$ cat src/rtl/keystroke_voice_alloc_pkg.sv
// Shared definitions for the keystroke voice allocator.
//   - default key and voice counts
//   - key_width(): index width for a count of keys or voices (at least 1 bit)
//   - lowest_set(): index of the lowest set bit of a mask (0 when the mask is empty)
package keystroke_voice_pkg;

    localparam int DEF_NUM_KEYS   = 12;
    localparam int DEF_NUM_VOICES = 4;

    function automatic int key_width(input int n);
        return (n < 2) ? 1 : $clog2(n);
    endfunction

    function automatic int lowest_set(input logic [31:0] mask);
        int idx;
        idx = 0;
        // Walk downwards so the last hit is the lowest index.
        for (int i = 31; i >= 0; i--) begin
            if (mask[i]) idx = i;
        end
        return idx;
    endfunction

endpackage

$ cat src/rtl/keystroke_voice_alloc_if.sv
// Bus between the keystroke source and the voice allocator.
//   keystroke     raw key levels, 1 = held (source -> allocator)
//   voice_active  1 = voice v sounding
//   voice_key     key index of voice v at [v*KEY_W +: KEY_W]
//   voice_start   one-cycle pulse when voice v is (re)allocated
//   overflow      sticky; a request was dropped or a voice was stolen
// master = keystroke source side, slave = allocator side.
interface keystroke_voice_alloc_if #(
    parameter int NUM_KEYS   = keystroke_voice_pkg::DEF_NUM_KEYS,
    parameter int NUM_VOICES = keystroke_voice_pkg::DEF_NUM_VOICES
);
    localparam int KEY_W = keystroke_voice_pkg::key_width(NUM_KEYS);

    logic [NUM_KEYS-1:0]         keystroke;
    logic [NUM_VOICES-1:0]       voice_active;
    logic [NUM_VOICES*KEY_W-1:0] voice_key;
    logic [NUM_VOICES-1:0]       voice_start;
    logic                        overflow;

    modport master (output keystroke, input voice_active, voice_key, voice_start, overflow);
    modport slave  (input keystroke, output voice_active, voice_key, voice_start, overflow);

endinterface

$ cat src/rtl/keystroke_voice_alloc_lru.sv
// Allocation-age tracker for the voice bank.
//   clk_raw, rst    clock and asynchronous active-high reset
//   alloc           a voice is being (re)allocated this cycle
//   alloc_voice     index of that voice
//   voice_active    current active mask
//   victim          active voice with the largest age, lowest index on ties
//   free_mask       1 = voice v is idle
module voice_lru
    import keystroke_voice_pkg::*;
#(
    parameter int NUM_VOICES = DEF_NUM_VOICES,
    parameter int VIDX_W     = key_width(NUM_VOICES)
) (
    input  logic                  clk_raw,
    input  logic                  rst,
    input  logic                  alloc,
    input  logic [VIDX_W-1:0]     alloc_voice,
    input  logic [NUM_VOICES-1:0] voice_active,
    output logic [VIDX_W-1:0]     victim,
    output logic [NUM_VOICES-1:0] free_mask
);
    localparam int AGE_W = key_width(NUM_VOICES);
    localparam logic [AGE_W-1:0] AGE_MAX = AGE_W'(NUM_VOICES - 1);

    logic [AGE_W-1:0] age [NUM_VOICES];
    logic [AGE_W-1:0] best_age;

    // Ages only move on allocation events, so they rank voices by allocation order.
    always_ff @(posedge clk_raw or posedge rst) begin
        if (rst) begin
            // NOTE: age is a small flop array, not a RAM, so it can take the async reset.
            for (int v = 0; v < NUM_VOICES; v++) age[v] <= '0;
        end else if (alloc) begin
            for (int v = 0; v < NUM_VOICES; v++) begin
                if (VIDX_W'(v) == alloc_voice)
                    age[v] <= '0;
                else if (voice_active[v] && age[v] != AGE_MAX)
                    age[v] <= age[v] + AGE_W'(1);
            end
        end
    end

    always_comb begin
        // NOTE: every always_comb output gets a default first so no latch is inferred.
        victim   = '0;
        best_age = '0;
        // Strict '>' keeps the lowest index on ties.
        for (int v = 0; v < NUM_VOICES; v++) begin
            if (voice_active[v] && age[v] > best_age) begin
                victim   = VIDX_W'(v);
                best_age = age[v];
            end
        end
    end

    assign free_mask = ~voice_active;

endmodule

$ cat src/rtl/keystroke_voice_alloc.sv
// Polyphony scheduler: synchronises raw key levels and maps held keys onto
// NUM_VOICES tone generators, stealing the oldest voice when full (STEAL=1)
// or dropping the request (STEAL=0).
//   clk_raw   system clock, rising edge
//   rst       asynchronous active-high reset
//   bus       slave side of keystroke_voice_alloc_if (keystroke in, voice_* / overflow out)
module keystroke_voice_alloc
    import keystroke_voice_pkg::*;
#(
    parameter int NUM_KEYS   = DEF_NUM_KEYS,
    parameter int NUM_VOICES = DEF_NUM_VOICES,
    parameter bit STEAL      = 1'b1
) (
    input  logic                    clk_raw,
    input  logic                    rst,
    keystroke_voice_alloc_if.slave  bus
);
    localparam int KEY_W  = key_width(NUM_KEYS);
    localparam int VIDX_W = key_width(NUM_VOICES);

    typedef logic [KEY_W-1:0]  key_t;
    typedef logic [VIDX_W-1:0] vidx_t;

    logic [NUM_KEYS-1:0]   sync1, ks;
    logic [NUM_KEYS-1:0]   key_assigned, key_stolen;
    logic [NUM_KEYS-1:0]   assigned_nxt, stolen_nxt;
    key_t                  scan_p;
    logic [NUM_VOICES-1:0] voice_active, voice_start, release_mask, free_mask;
    key_t                  voice_key [NUM_VOICES];
    logic                  overflow;

    logic        request, full, take_free, take_steal, alloc, set_overflow;
    vidx_t       alloc_voice, victim;
    logic [31:0] free32;

    voice_lru #(.NUM_VOICES(NUM_VOICES), .VIDX_W(VIDX_W)) u_lru (
        .clk_raw      (clk_raw),
        .rst          (rst),
        .alloc        (alloc),
        .alloc_voice  (alloc_voice),
        .voice_active (voice_active),
        .victim       (victim),
        .free_mask    (free_mask)
    );

    always_comb begin
        release_mask = '0;
        for (int v = 0; v < NUM_VOICES; v++)
            release_mask[v] = voice_active[v] && !ks[voice_key[v]];
    end

    // A voice releasing this cycle still counts as busy, so 'full' uses the
    // registered active mask. If the chosen victim is itself releasing, the
    // release wins and the key is simply retried on the next scan pass.
    assign request      = ks[scan_p] && !key_assigned[scan_p] && !key_stolen[scan_p];
    assign full         = (free_mask == '0);
    assign take_free    = request && !full;
    assign take_steal   = request && full && STEAL && !release_mask[victim];
    assign alloc        = take_free || take_steal;
    assign set_overflow = take_steal || (request && full && !STEAL);
    assign free32       = 32'(free_mask);
    assign alloc_voice  = take_free ? vidx_t'(lowest_set(free32)) : victim;

    always_comb begin
        assigned_nxt = key_assigned;
        stolen_nxt   = key_stolen & ks;
        for (int v = 0; v < NUM_VOICES; v++)
            if (release_mask[v]) assigned_nxt[voice_key[v]] = 1'b0;
        // The displaced key stays blocked until it is released.
        if (take_steal) begin
            assigned_nxt[voice_key[victim]] = 1'b0;
            stolen_nxt[voice_key[victim]]   = 1'b1;
        end
        if (alloc) assigned_nxt[scan_p] = 1'b1;
    end

    always_ff @(posedge clk_raw or posedge rst) begin
        if (rst) begin
            sync1        <= '0;
            ks           <= '0;
            key_assigned <= '0;
            key_stolen   <= '0;
            scan_p       <= '0;
            voice_active <= '0;
            voice_start  <= '0;
            overflow     <= 1'b0;
            for (int v = 0; v < NUM_VOICES; v++) voice_key[v] <= '0;
        end else begin
            sync1        <= bus.keystroke;
            ks           <= sync1;
            key_assigned <= assigned_nxt;
            key_stolen   <= stolen_nxt;
            scan_p       <= (scan_p == key_t'(NUM_KEYS - 1)) ? '0 : scan_p + KEY_W'(1);
            // NOTE: later non-blocking assignments win, so the default clear
            // below is overridden bit-wise by the allocation that follows.
            voice_start  <= '0;
            for (int v = 0; v < NUM_VOICES; v++)
                if (release_mask[v]) voice_active[v] <= 1'b0;
            if (alloc) begin
                voice_key[alloc_voice]    <= scan_p;
                voice_active[alloc_voice] <= 1'b1;
                voice_start[alloc_voice]  <= 1'b1;
            end
            if (set_overflow) overflow <= 1'b1;
        end
    end

    assign bus.voice_active = voice_active;
    assign bus.voice_start  = voice_start;
    assign bus.overflow     = overflow;

    always_comb begin
        bus.voice_key = '0;
        for (int v = 0; v < NUM_VOICES; v++)
            bus.voice_key[v*KEY_W +: KEY_W] = voice_key[v];
    end

endmodule

$ cat src/flat_wrapper.sv
// flat-port wrapper written by rule: the top's interface ports become plain ports
module keystroke_voice_alloc_flat import keystroke_voice_pkg::*;
#(
    parameter int NUM_KEYS   = DEF_NUM_KEYS,
    parameter int NUM_VOICES = DEF_NUM_VOICES,
    parameter bit STEAL      = 1'b1
)
  (clk_raw, rst, bus_keystroke, bus_voice_active, bus_voice_key, bus_voice_start, bus_overflow);
  keystroke_voice_alloc_if #(.NUM_KEYS(NUM_KEYS), .NUM_VOICES(NUM_VOICES)) bus_i ();
  input  logic clk_raw;
  input  logic rst;
  input wire logic [$bits(bus_i.keystroke)-1:0] bus_keystroke;
  output wire logic [$bits(bus_i.voice_active)-1:0] bus_voice_active;
  output wire logic [$bits(bus_i.voice_key)-1:0] bus_voice_key;
  output wire logic [$bits(bus_i.voice_start)-1:0] bus_voice_start;
  output wire logic [$bits(bus_i.overflow)-1:0] bus_overflow;
  assign bus_i.keystroke = bus_keystroke;
  assign bus_voice_active = bus_i.voice_active;
  assign bus_voice_key = bus_i.voice_key;
  assign bus_voice_start = bus_i.voice_start;
  assign bus_overflow = bus_i.overflow;
  keystroke_voice_alloc #(.NUM_KEYS(NUM_KEYS), .NUM_VOICES(NUM_VOICES), .STEAL(STEAL)) u_core (.clk_raw(clk_raw), .rst(rst), .bus(bus_i));
endmodule
$ cat config.mk
export PLATFORM = sky130hd
export DESIGN_NAME = keystroke_voice_alloc_flat
export DESIGN_NICKNAME = d
export VERILOG_FILES = /design/src/rtl/keystroke_voice_alloc_pkg.sv /design/src/rtl/keystroke_voice_alloc_if.sv /design/src/rtl/keystroke_voice_alloc_lru.sv /design/src/rtl/keystroke_voice_alloc.sv /design/src/flat_wrapper.sv
export SDC_FILE = /design/constraint.sdc
export NUM_CORES = 1
export LEC_CHECK = 0
export BUFFER_PORTS_ARGS = -buffer_cell sky130_fd_sc_hd__buf_2
export CORE_ASPECT_RATIO = 1.1
export CORE_MARGIN = 5
export CORE_UTILIZATION = 60
export CTS_CLUSTER_DIAMETER = 200
export CTS_CLUSTER_SIZE = 14
export DETAILED_ROUTE_END_ITERATION = 8
export PLACE_DENSITY = 0.89
export SYNTH_ARGS = -nofsm -noshare
export SYNTH_HDL_FRONTEND = slang
export SYNTH_HIERARCHICAL = 1
export SYNTH_SLANG_ARGS = --single-unit
$ cat constraint.sdc
create_clock -name clk_raw -period 14.1 [get_ports clk_raw]
set_input_delay 2.115 -clock clk_raw [delete_from_list [all_inputs] [get_ports clk_raw]]
set_output_delay 2.115 -clock clk_raw [all_outputs]
set_load 0.01 [all_outputs]
==> impl_results.md, run 1 <==
* Detailed-route vias per instance at approximately 7.0
* Filler Cell Count at approximately 700
* Final Non-Filler Cells at 621
* Synth warnings at 6
* Peak VDD IR at about 0.15 mV
* Die W at between 100 and 150 µm
* Antenna-violating nets left at 0
* Worst-Skew Late Latency at between 0.3 and 0.4 ns
* Hold bufs inserted after CTS at 0
* Clock skew at roughly 0.014 ns
* Reg2Reg Setup Slack at 8.04 ns
* Seq pwr share at 0.419
* Predominant post-synthesis flop cell: dfrtp_1
* Sw power at roughly 420 µW
* Share of layout cells above drive strength 1 at 0.250
* Final hold vios at 0
* Postcts setup bufs at 0
* Arr. time, crit path at between 6 and 7 ns
* Gp weighted congestion at approximately 1.0
* Sw frac at 0.444
* Mapped Area at ~5400 µm²
* Gate power share at 0.417
* Pwr Density at 165 nW/µm²
* Area growth, synth to finish at 6.88%
* Ant diodes at 0
* CTS Buf Count at 9
* Yosys cell types at 75
* Die height at ~110 µm
* Post-layout min period at 6.06 ns
* Final setup viols at 0
* Slew @ Worst Pin at approximately 1 ns
* Synth Instances at between 400 and 500
* Max_cap viols at 0
* Port Buffer Count at 38
* Worst-path clk slew at 0.09 ns
* Mean Syn Cell Area at ~11 µm²
* Die Area at 11000 µm²
* Pre-antenna DRT Iters at 6
* Top cell type's share of synthesized area at 0.393
* Io pins at 39
* Worst setup margin at just over 8 ns
* Via Count at 4355
* Total routed wirelength at between 10000 and 15000 µm
* Largest area contributor in the netlist: dfrtp_1
* Placed insts at between 600 and 700
* Type of the worst min-delay path: reg2reg
* Yosys reg bits at 85
* Unrepaired setup endpoints after global routing: no
* Initial antenna violation count at 0
* Pint at about 530 µW
* DR WL/cell at ~24 µm
* Period utilization at 0.430
* Tot GR Track Use at 0.287
* First-pass GRT wire length at between 20000 and 25000 µm
* 1st-iter DRT viols at around 500
* Number of synthesized flops with an enable pin at 0
* Clk buf depth at 2
* Critical path launch point type: flip-flop
* Setup_tns at 0 ns
* Post-cts resize count at 0
* Largest net degree at the start of global routing at around 80
* Worst path required time at roughly 14 ns
* Std-Cell Rows at 36
* Dpl ws at 8.14 ns
* Slew Limit Fails at 0
* Crit path capture type: flip-flop
* Clock power share at 0.164
* Gr ovfl total at 0
* Clock Tree Root: clkbuf_8
* Worst Path Class, Setup: reg2reg
* Power, Total at 955 µW
* CP Max Fanout at 13
* CTS tree: done
* Async SR Flop Fraction at 1.00
* P_leak at about 0.0024 µW
* Nets at roughly 530
* Post-synthesis sequential area ratio at 0.393
* Hpwl dp at 10800 µm
* Fmax at between 150 and 200 MHz
* Vias in the first global route at 4421
* Largest cells by area after synthesis: dfrtp_1 (39%), mux4_2 (7.1%), a2111oi_4 (3.6%), ha_1 (3.5%), o32ai_2 (2.7%)
* Syn_nets at about 500
* Run status: finished clean
* Residual DRC at 0
* Htree depth at 3
* Relative slew margins at 0.336
* Core area at approximately 8800 µm²
* Initial Util at 0.614
* CTS sink count at 85
per-layer routing:
| metal | global-route usage | up-vias | share of wire |
|---|---|---|---|
| met2 | 0.468 | 314 | 0.48 |
| met5 | 0 | - | 0 |
| met1 | 0.357 | 2120 | 0.38 |
| met4 | 0.149 | 0 | 0.048 |
| li1 | - | 1859 | - |
| met3 | 0.0641 | 62 | 0.088 |
logic make-up after synthesis:
kind of cell               share of synthesized area
adders and majority gates                     0.0346
AOI/OAI and AO/OA                              0.220
and+or+nand+nor                                0.166
buffers and inverters                         0.0520
muxes                                          0.135
DFF                                            0.393
final timing paths:
| check | startpoint | endpoint | depth (start not counted) |
|---|---|---|---|
| max | u_core/u_lru/age[6]$_DFFE_PP0P_ | u_core/key_assigned[5]$_DFF_PP0_ | 23 |
| min | u_core/sync1[1]$_DFF_PP0_ | u_core/ks[1]$_DFF_PP0_ | 0 |
| max reg2reg | u_core/u_lru/age[6]$_DFFE_PP0P_ | u_core/key_assigned[5]$_DFF_PP0_ | 23 |
| min reg2reg | u_core/sync1[1]$_DFF_PP0_ | u_core/ks[1]$_DFF_PP0_ | 0 |
| max in group asynchronous | rst | u_core/ks[2]$_DFF_PP0_ | 3 |
| min in group asynchronous | rst | u_core/u_lru/age[5]$_DFFE_PP0P_ | 2 |
cells in the mapped netlist (all sizes together), types with 8 or more instances:
| cell | count |
|---|---|
| dfrtp | 85 |
| nand2 | 36 |
| inv | 33 |
| mux2 | 22 |
| o21ai | 22 |
| nor2 | 21 |
| a21o | 18 |
| mux4 | 18 |
| nor2b | 18 |
| buf | 17 |
| nor3 | 16 |
| ha | 15 |
| a2111oi | 12 |
| o32ai | 12 |
| nand2b | 10 |
| nand3 | 10 |
| nand3b | 10 |
| o211ai | 9 |
| clkbuf | 8 |
power by group through the flow:
stage	logic, µW	clock network, µW	registers [µW]
floorplan	328	0	348
global placement	375	0	395
detailed placement	390	0	398
CTS	393	161	394
global route	430	172	405
finish	398	157	400
sequential cells by signal, summed over array words and instances, names as in the netlist:
register,cells
u_core/bus.voice_key,16
u_core/key_assigned,12
u_core/key_stolen,12
u_core/ks,12
u_core/sync1,12
u_core/u_lru/age,8
u_core/bus.voice_active,4
u_core/bus.voice_start,4
u_core/scan_p,4
u_core/bus.overflow,1
final cells by class:
| cell class | instances | area (µm²) | share of cell area |
|---|---|---|---|
| multi-input combinational | 333 | 3010 | 0.520 |
| sequential | 85 | 2130 | 0.367 |
| timing repair buffer | 41 | 213 | 0.0367 |
| tap | 114 | 143 | 0.0246 |
| clock buffer | 10 | 138 | 0.0238 |
| inverter | 33 | 124 | 0.0214 |
| clock inverter | 5 | 37.5 | 0.00648 |
cells in the final DEF, fill, tap and decap left out, drive strengths merged, types with 15 or more instances in the layout:
cell and n:
nor2 21, nor3 16, buf 41, mux2 22, inv 33, nand2 36, nor2b 18, a21o 18
mux4 18, ha 15, dfrtp 85, o21ai 22
through the flow:
stage | cell area [µm²] | hold slack (ns) | utilization
global placement | 5620 | 0.333 | 0.636
floorplan | 5420 | 0.331 | -
detailed placement | 5620 | 0.335 | 0.636
global route | 5790 | 0.360 | 0.656
CTS | 5790 | 0.354 | 0.656
finish | 5790 | 0.353 | 0.656
worst max-delay path, cell delays in order (launching register included):
cell and delay [ns]:
dfrtp_1 0.42, inv_1 0.08, ha_1 0.21, nand3b_1 0.18
ha_1 0.32, nor2b_4 0.15, o211ai_4 0.19, mux2i_1 0.29
ha_1 0.29, nor2b_1 0.13, o211ai_1 0.40, nor2_1 0.09
a21o_1 0.17, ha_1 0.29, a21oi_1 0.18, a211o_1 0.14
o21ai_0 0.09, buf_4 0.19, nand2_1 0.06, a21oi_1 0.05
o31ai_2 0.11, nand3_1 0.75, a2111oi_1 0.92, o32ai_2 0.18
No activity file was read; power rests on OpenSTA's default activity.
==> inputs of run 2 (changes only) <==
--- a/config.mk
+++ b/config.mk
@@ -5,14 +5,15 @@
 export SDC_FILE = /design/constraint.sdc
 export NUM_CORES = 1
 export LEC_CHECK = 0
+export ABC_AREA = 1
 export BUFFER_PORTS_ARGS = -buffer_cell sky130_fd_sc_hd__buf_2
 export CORE_ASPECT_RATIO = 1.1
 export CORE_MARGIN = 5
-export CORE_UTILIZATION = 60
+export CORE_UTILIZATION = 55
 export CTS_CLUSTER_DIAMETER = 200
 export CTS_CLUSTER_SIZE = 14
 export DETAILED_ROUTE_END_ITERATION = 8
-export PLACE_DENSITY = 0.89
+export PLACE_DENSITY = 0.87
 export SYNTH_ARGS = -nofsm -noshare
 export SYNTH_HDL_FRONTEND = slang
 export SYNTH_HIERARCHICAL = 1
==> constraint.sdc (replaced) <==
create_clock -name clk_raw -period 5.5 [get_ports clk_raw]
set_input_delay 0.825 -clock clk_raw [delete_from_list [all_inputs] [get_ports clk_raw]]
set_output_delay 0.825 -clock clk_raw [all_outputs]
set_load 0.01 [all_outputs]
==> impl_results.md, run 2 <==
* Crit path capture type: flip-flop
* Post-synthesis xor/xnor area fraction at 0 (unchanged)
* Die W at 104 µm (+3.2%)
* Max incr delay on CP at 0.39 ns (-0.53 ns)
* Multiplexer share of the synthesized area at 0 (-0.135)
* Dpl ws at 0.193 ns (-7.95 ns)
* Biggest register: u_core/bus.voice_key
* CTS tree: done
* Fmax at 197 MHz (+19%)
* 1st-iter DRT viols at 660 (+31%)
* Residual DRC at 0 (unchanged)
* Final setup viols at 0 (unchanged)
* Simple logic cell fraction of the synthesized area at 0.378 (+0.213)
* Period utilization at 0.924 (+0.495)
* Number of synthesized flops with an enable pin at 0 (unchanged)
* CP Max Fanout at 18 (+5)
* Critical path launch point type: flip-flop
* Largest area contributor in the netlist: dfrtp_1
* Post-synthesis adder-cell area fraction at 0.0352 (+0.000594)
* Io pins at 39 (unchanged)
* Area growth, synth to finish at 9.09%
* Gp weighted congestion at 1.02 (+1.9%)
* Async SR Flop Fraction at 1.00 (unchanged)
* Core area at 9400 µm² (+6.4%)
* Slew Limit Fails at 0 (unchanged)
* Post-layout min period at 5.08 ns (-0.973 ns)
* P_leak at 0.00306 µW (+25%)
* Arr. time, crit path at 5.36 ns (-0.90 ns)
* Gr ovfl total at 0 (unchanged)
* Share of layout cells above drive strength 1 at 0.118 (-0.132)
* Yosys reg bits at 85 (unchanged)
* Port Buffer Count at 38 (unchanged)
* Most frequent cells in the layout: nand2_1 (281), inv_1 (92), dfrtp_1 (85), nor2_1 (72), nand3_1 (71)
* Peak VDD IR at 0.287 mV (+93%)
* Worst setup margin at 0.417 ns (-7.63 ns)
* Die Area at 11800 µm² (+6.6%)
* Pre-antenna DRT Iters at 7 (+1)
* Die height at 113 µm (+3.2%)
* Largest family of logic cells by synthesized area: simple AND/OR/NAND/NOR gates
* Worst-Skew Late Latency at 0.37 ns (about the same)
* Syn_nets at 791 (+57%)
* Slew @ Worst Pin at 0.947 ns (-0.0450 ns)
* Antenna-violating nets left at 0 (unchanged)
* DR WL/cell at 16.0 µm (-33%)
* Setup_tns at 0 ns (unchanged)
* Most frequent cells after synthesis: nand2_1 (282), inv_1 (93), dfrtp_1 (85)
* Max_cap viols at 0 (unchanged)
* Clk buf depth at 2 (unchanged)
* Run status: finished clean
* Synth warnings at 6 (unchanged)
* CTS Buf Count at 9 (unchanged)
* Post-synthesis sequential area ratio at 0.399 (+0.00673)
* First-pass GRT wire length at 23100 µm (-3.4%)
* Worst-path clk slew at 0.09 ns (about the same)
* Detailed-route vias per instance at 5.61 (-20%)
* Htree depth at 3 (unchanged)
* Initial Util at 0.567 (-0.0469)
* Mapped Area at 5330 µm² (-1.7%)
* Clock skew at 0.0106 ns (-0.00351 ns)
* Cell mode on critical path: nand2_1
* Total routed wirelength at 14700 µm (-1.5%)
* Largest net degree at the start of global routing at 78 (unchanged)
* Unrepaired setup endpoints after global routing: no
* Initial antenna violation count at 0 (unchanged)
* Mean Syn Cell Area at 6.99 µm² (-39%)
* Count leader, synth: nand2_1
* Slowest stage cell, crit path: dfrtp_1
* Area fraction in compound gates after synthesis at 0.0904 (-0.130)
* Tot GR Track Use at 0.243 (-0.0438)
* Synth Instances at 762 (+60%)
* Predominant post-synthesis flop cell: dfrtp_1
* Largest cells by area after synthesis: dfrtp_1 (40%), nand2_1 (20%), nand3_1 (6.7%), inv_1 (6.6%), nor2_1 (5.1%)
* Clock Tree Root: clkbuf_8
* Final hold vios at 0 (unchanged)
* Vias in the first global route at 4693 (+6.2%)
* Ant diodes at 0 (unchanged)
* Hpwl dp at 10600 µm (-1.9%)
* Worst path required time at 5.78 ns (-8.52 ns)
* Yosys cell types at 38 (-49%)
* Largest register FFs at 16 (unchanged)
* Worst Path Class, Setup: reg2reg
* Relative slew margins at 0.368 (+0.0320)
* CTS sink count at 85 (unchanged)
* Most common cell after layout, fill and taps aside: nand2_1
* Top cell type's share of synthesized area at 0.399 (+0.00673)
* Std-Cell Rows at 37 (+2.8%)
* Via Count at 5156 (+18%)
* Pwr Density at 494 nW/µm² (+200%)
* Type of the worst min-delay path: reg2reg
* Nets at 826 (+55%)
run 2: cell count changes after synthesis, sizes merged, moves of 22 or more:
cell	delta
mux2	-22
nor2	+59
o21ai	+27
nand2	+255
nand3	+64
inv	+67
run 2: critical path: cells and delay by family, from the launching register on:
| family | cells | cell delay (ns) |
|---|---|---|
| fa+ha+maj | 4 | 1.07 |
| compound gates | 4 | 0.74 |
| simple gates | 16 | 2.36 |
| flops | 1 | 0.39 |
| buf+inv | 4 | 0.44 |
run 2: path summary, 6_finish.rpt:
| path | cells after the start | to | slack, ns | start |
|---|---|---|---|---|
| worst min-delay path | 0 | u_core/ks[0]$_DFF_PP0_ | 0.34 | u_core/sync1[0]$_DFF_PP0_ |
| worst max-delay path | 28 | u_core/u_lru/age[1]$_DFFE_PP0P_ | 0.42 | u_core/u_lru/age[6]$_DFFE_PP0P_ |
| worst min register to register | 0 | u_core/ks[0]$_DFF_PP0_ | 0.34 | u_core/sync1[0]$_DFF_PP0_ |
| worst max register to register | 28 | u_core/u_lru/age[1]$_DFFE_PP0P_ | 0.42 | u_core/u_lru/age[6]$_DFFE_PP0P_ |
| min in group asynchronous | 2 | u_core/u_lru/age[1]$_DFFE_PP0P_ | 0.42 | rst |
| max in group asynchronous | 3 | u_core/key_assigned[2]$_DFF_PP0_ | 4.14 | rst |
run 2: repair_timing:
item,4_1_cts,5_1_grt
endpoints found under the setup margin,0,44
resized for setup,0,3
buffers inserted,0,0
hold buffers,0,0
run 2: per-stage QoR:
stage          utilization  total power (µW)  hold slack, ns  cells  area, µm²
6_report             0.618              2870           0.342    919       5810
2_1_floorplan            -              1960           0.331    762       5330
3_3_place_gp         0.590              2270           0.332    901       5550
4_1_cts              0.615              2830           0.347    917       5780
3_5_place_dp         0.590              2310           0.335    901       5550
5_1_grt              0.618              3100           0.349    919       5810
run 2: power by group:
group          switching [µW]  internal, µW
combinational             934           448
sequential                218           769
clock                     241           263
run 2: cell families after synthesis:
| kind of cell | Yosys count |
|---|---|
| AND/OR/NAND/NOR | 463 |
| buffers and inverters | 119 |
| flip-flops | 85 |
| AO/OA/AOI/OAI | 80 |
| adder cells (fa/ha/maj) | 15 |
run 2: final cells by class:
cell class / count / area (µm²)
Sequential cell: 85 / 2130
Timing Repair Buffer: 40 / 205
Tap cell: 117 / 146
Inverter: 101 / 385
Multi-Input combinational cell: 560 / 2720
Fill cell: 843 / 3590
Clock buffer: 9 / 124
Clock inverter: 7 / 105
run 2: layer usage:
metal	up-vias	part of all wire	wire, µm	GRT usage
met5	-	0	0	0
met4	0	0.048	711	0.118
met3	71	0.12	1700	0.0542
met2	320	0.45	6550	0.379
met1	2296	0.39	5740	0.321
li1	2469	-	-	-
==> inputs of run 3 (changes only) <==
--- a/config.mk
+++ b/config.mk
@@ -5,7 +5,6 @@
 export SDC_FILE = /design/constraint.sdc
 export NUM_CORES = 1
 export LEC_CHECK = 0
-export ABC_AREA = 1
 export BUFFER_PORTS_ARGS = -buffer_cell sky130_fd_sc_hd__buf_2
 export CORE_ASPECT_RATIO = 1.1
 export CORE_MARGIN = 5
==> impl_results.md, run 3 (same netlist as run 1, synthesis figures left out) <==
* Final hold vios at 0 (unchanged)
* Clock skew at 0.00891 ns (-0.00166 ns)
* Max incr delay on CP at 0.56 ns (+0.17 ns)
* Hold path cells at 0 (unchanged)
* Crit path capture type: flip-flop
* Worst Path Class, Setup: reg2reg
* Type of the worst min-delay path: reg2reg
* Die height at 114 µm (+0.78%)
* Initial Util at 0.556 (-0.0109)
* Run status: finished clean
* Initial antenna violation count at 0 (unchanged)
* 1st-iter DRT viols at 584 (-12%)
* Share of layout cells above drive strength 1 at 0.287 (+0.168)
* Pwr Density at 423 nW/µm² (-14%)
* Reg2Reg Setup Slack at 0.15 ns (-0.27 ns)
* Hold Crit Start: u_core/sync1[1]$_DFF_PP0_
* Die Area at 11900 µm² (+1.6%)
* Power, Total at 2530 µW (-12%)
* Largest register FFs at 16 (unchanged)
* Io pins at 39 (unchanged)
* Unrepaired setup endpoints after global routing: yes
* Detailed-route vias per instance at 6.93 (+23%)
* Antenna-violating nets left at 0 (unchanged)
* Cell mode on critical path: ha_1
* Via Count at 4432 (-14%)
* Worst-Skew Late Latency at 0.36 ns (about the same)
* CTS Buf Count at 9 (unchanged)
* Htree depth at 3 (unchanged)
* Core area at 9750 µm² (+3.7%)
* Hold bufs inserted after CTS at 0 (unchanged)
* Pre-antenna DRT Iters at 8 (+1)
* Max_cap viols at 0 (unchanged)
* Filler Cell Count at 753 (-11%)
* Arr. time, crit path at 5.59 ns (+0.23 ns)
* Final setup viols at 0 (unchanged)
* First-pass GRT wire length at 24000 µm (+3.9%)
* Biggest register: u_core/bus.voice_key
* DR WL/cell at 23.2 µm (+45%)
* Std-Cell Rows at 38 (+2.7%)
* R2r startpoint: u_core/u_lru/age[6]$_DFFE_PP0P_
* Hpwl dp at 10500 µm (-0.64%)
* Gp weighted congestion at 1.03 (+1.1%)
* Final core utilization at 0.613 (-0.00533)
* Slowest stage cell, crit path: mux4_2
* Fmax at 187 MHz (-5.1%)
* Largest net degree at the start of global routing at 78 (unchanged)
* Post-layout min period at 5.35 ns (+0.271 ns)
* Ant diodes at 0 (unchanged)
* Hold slack at 0.350 ns (+0.00774 ns)
* Most frequent cells in the layout: dfrtp_1 (85), buf_2 (38), nand2_1 (36), inv_1 (31), o21ai_0 (22)
* Slew Limit Fails at 0 (unchanged)
* Port Buffer Count at 38 (unchanged)
* Peak VDD IR at 0.310 mV (+8.3%)
* Hold Path End: u_core/ks[1]$_DFF_PP0_
* Nets at 544 (-34%)
* Total routed wirelength at 14900 µm (+1.1%)
* Tot GR Track Use at 0.256 (+0.0133)
* Area growth, synth to finish at 10.3%
* Clk buf depth at 2 (unchanged)
* CTS tree: done
* Slew @ Worst Pin at 1.11 ns (+0.163 ns)
* Clock Tree Root: clkbuf_8
* CP Launch Point: u_core/u_lru/age[6]$_DFFE_PP0P_
* R2R cell count at 23 (-18%)
* CP cell instances: inv_1 -> ha_1 -> nand3b_1 -> ha_1 -> nor2b_4 -> o211ai_4 -> mux2i_2 -> ha_1 -> nor2b_1 -> o211ai_1 -> mux2_4 -> ha_1 -> inv_1 -> a21oi_1 -> a211o_1 -> o21ai_0 -> buf_4 -> mux4_2 -> nor2_2 -> nand2_1 -> a2111oi_1 -> buf_4 -> o32ai_2
* Critical path launch point type: flip-flop
* CTS sink count at 85 (unchanged)
* CP Max Fanout at 9 (-9)
* Worst-path clk slew at 0.09 ns (about the same)
* RR Endpoint: u_core/key_assigned[1]$_DFF_PP0_
* Worst path required time at 5.74 ns (-0.04 ns)
* Period utilization at 0.973 (+0.0492)
* Residual DRC at 0 (unchanged)
* P_leak at 0.00252 µW (-18%)
* Die W at 105 µm (+0.77%)
* Relative slew margins at 0.258 (-0.111)
* Gr ovfl total at 0 (unchanged)
* Vias in the first global route at 4484 (-4.5%)
* Most common cell after layout, fill and taps aside: dfrtp_1
-- run 3: cell count changes in the layout (fill, tap and decap cells not counted), moves of 17 or more --
cell     previous run  this run
a21o_1              0        18
nand3_1            71        10
nand2_1           281        36
nor2_1             72        19
inv_1              92        31
mux4_2              0        17
-- run 3: worst max path at each step --
stage	end	slack, ns	cells after the start
2_1_floorplan	u_core/key_assigned[5]$_DFF_PP0_	0.51	20
3_3_place_gp	u_core/key_assigned[2]$_DFF_PP0_	0.34	20
3_5_place_dp	u_core/key_assigned[11]$_DFF_PP0_	0.02	22
4_1_cts	u_core/key_assigned[5]$_DFF_PP0_	0.008	23
5_1_grt	u_core/key_stolen[9]$_DFF_PP0_	-0.07	23
6_report	u_core/key_assigned[1]$_DFF_PP0_	0.15	23
-- run 3: power by group --
| group | switching, µW | internal, µW | leakage, µW |
|---|---|---|---|
| Combinational | 602 | 467 | 0.00135 |
| Sequential | 264 | 746 | 0.00107 |
| Clock | 237 | 211 | 0.0000960 |
| Total | 1100 | 1420 | 0.00252 |
-- run 3: final cells by class --
type	count	area (µm²)	share of cell area
Sequential cell	85	2130	0.356
Timing Repair Buffer	53	307	0.0513
Multi-Input combinational cell	333	3070	0.514
Clock inverter	7	72.6	0.0121
Inverter	33	125	0.0209
Tap cell	120	150	0.0251
Clock buffer	9	124	0.0207
-- run 3: worst max-delay path: cells and delay by family (launching register included) --
family | cells | cell delay, ns
compound gates | 7 | 1.37
fa+ha+maj | 4 | 0.97
buf+inv | 4 | 0.57
flops | 1 | 0.39
mux | 3 | 1.18
simple gates | 5 | 0.77
-- run 3: layer usage --
metal | part of all wire | up-vias | GRT usage
met5 | 0 | - | 0
met4 | 0.061 | 0 | 0.138
met3 | 0.080 | 83 | 0.0654
met2 | 0.47 | 292 | 0.414
met1 | 0.39 | 2170 | 0.318
li1 | - | 1887 | -
-- run 3: what timing repair did --
| item | 4_1_cts | 5_1_grt |
|---|---|---|
| pin swaps | 0 | 5 |
| gates resized for setup | 1 | 13 |
| endpoints found under the setup margin | 1 | 39 |
| buffers inserted | 0 | 6 |
-- run 3: through the flow --
stage               instance area (µm²)  std cells  TNS, ns  setup WS [ns]
global placement                   5670        618        0          0.342
detailed placement                 5670        618        0         0.0165
finish                             5970        640        0          0.146
global route                       5970        640   -0.577        -0.0737
floorplan                          5420        476        0          0.513
CTS                                5870        634        0        0.00843
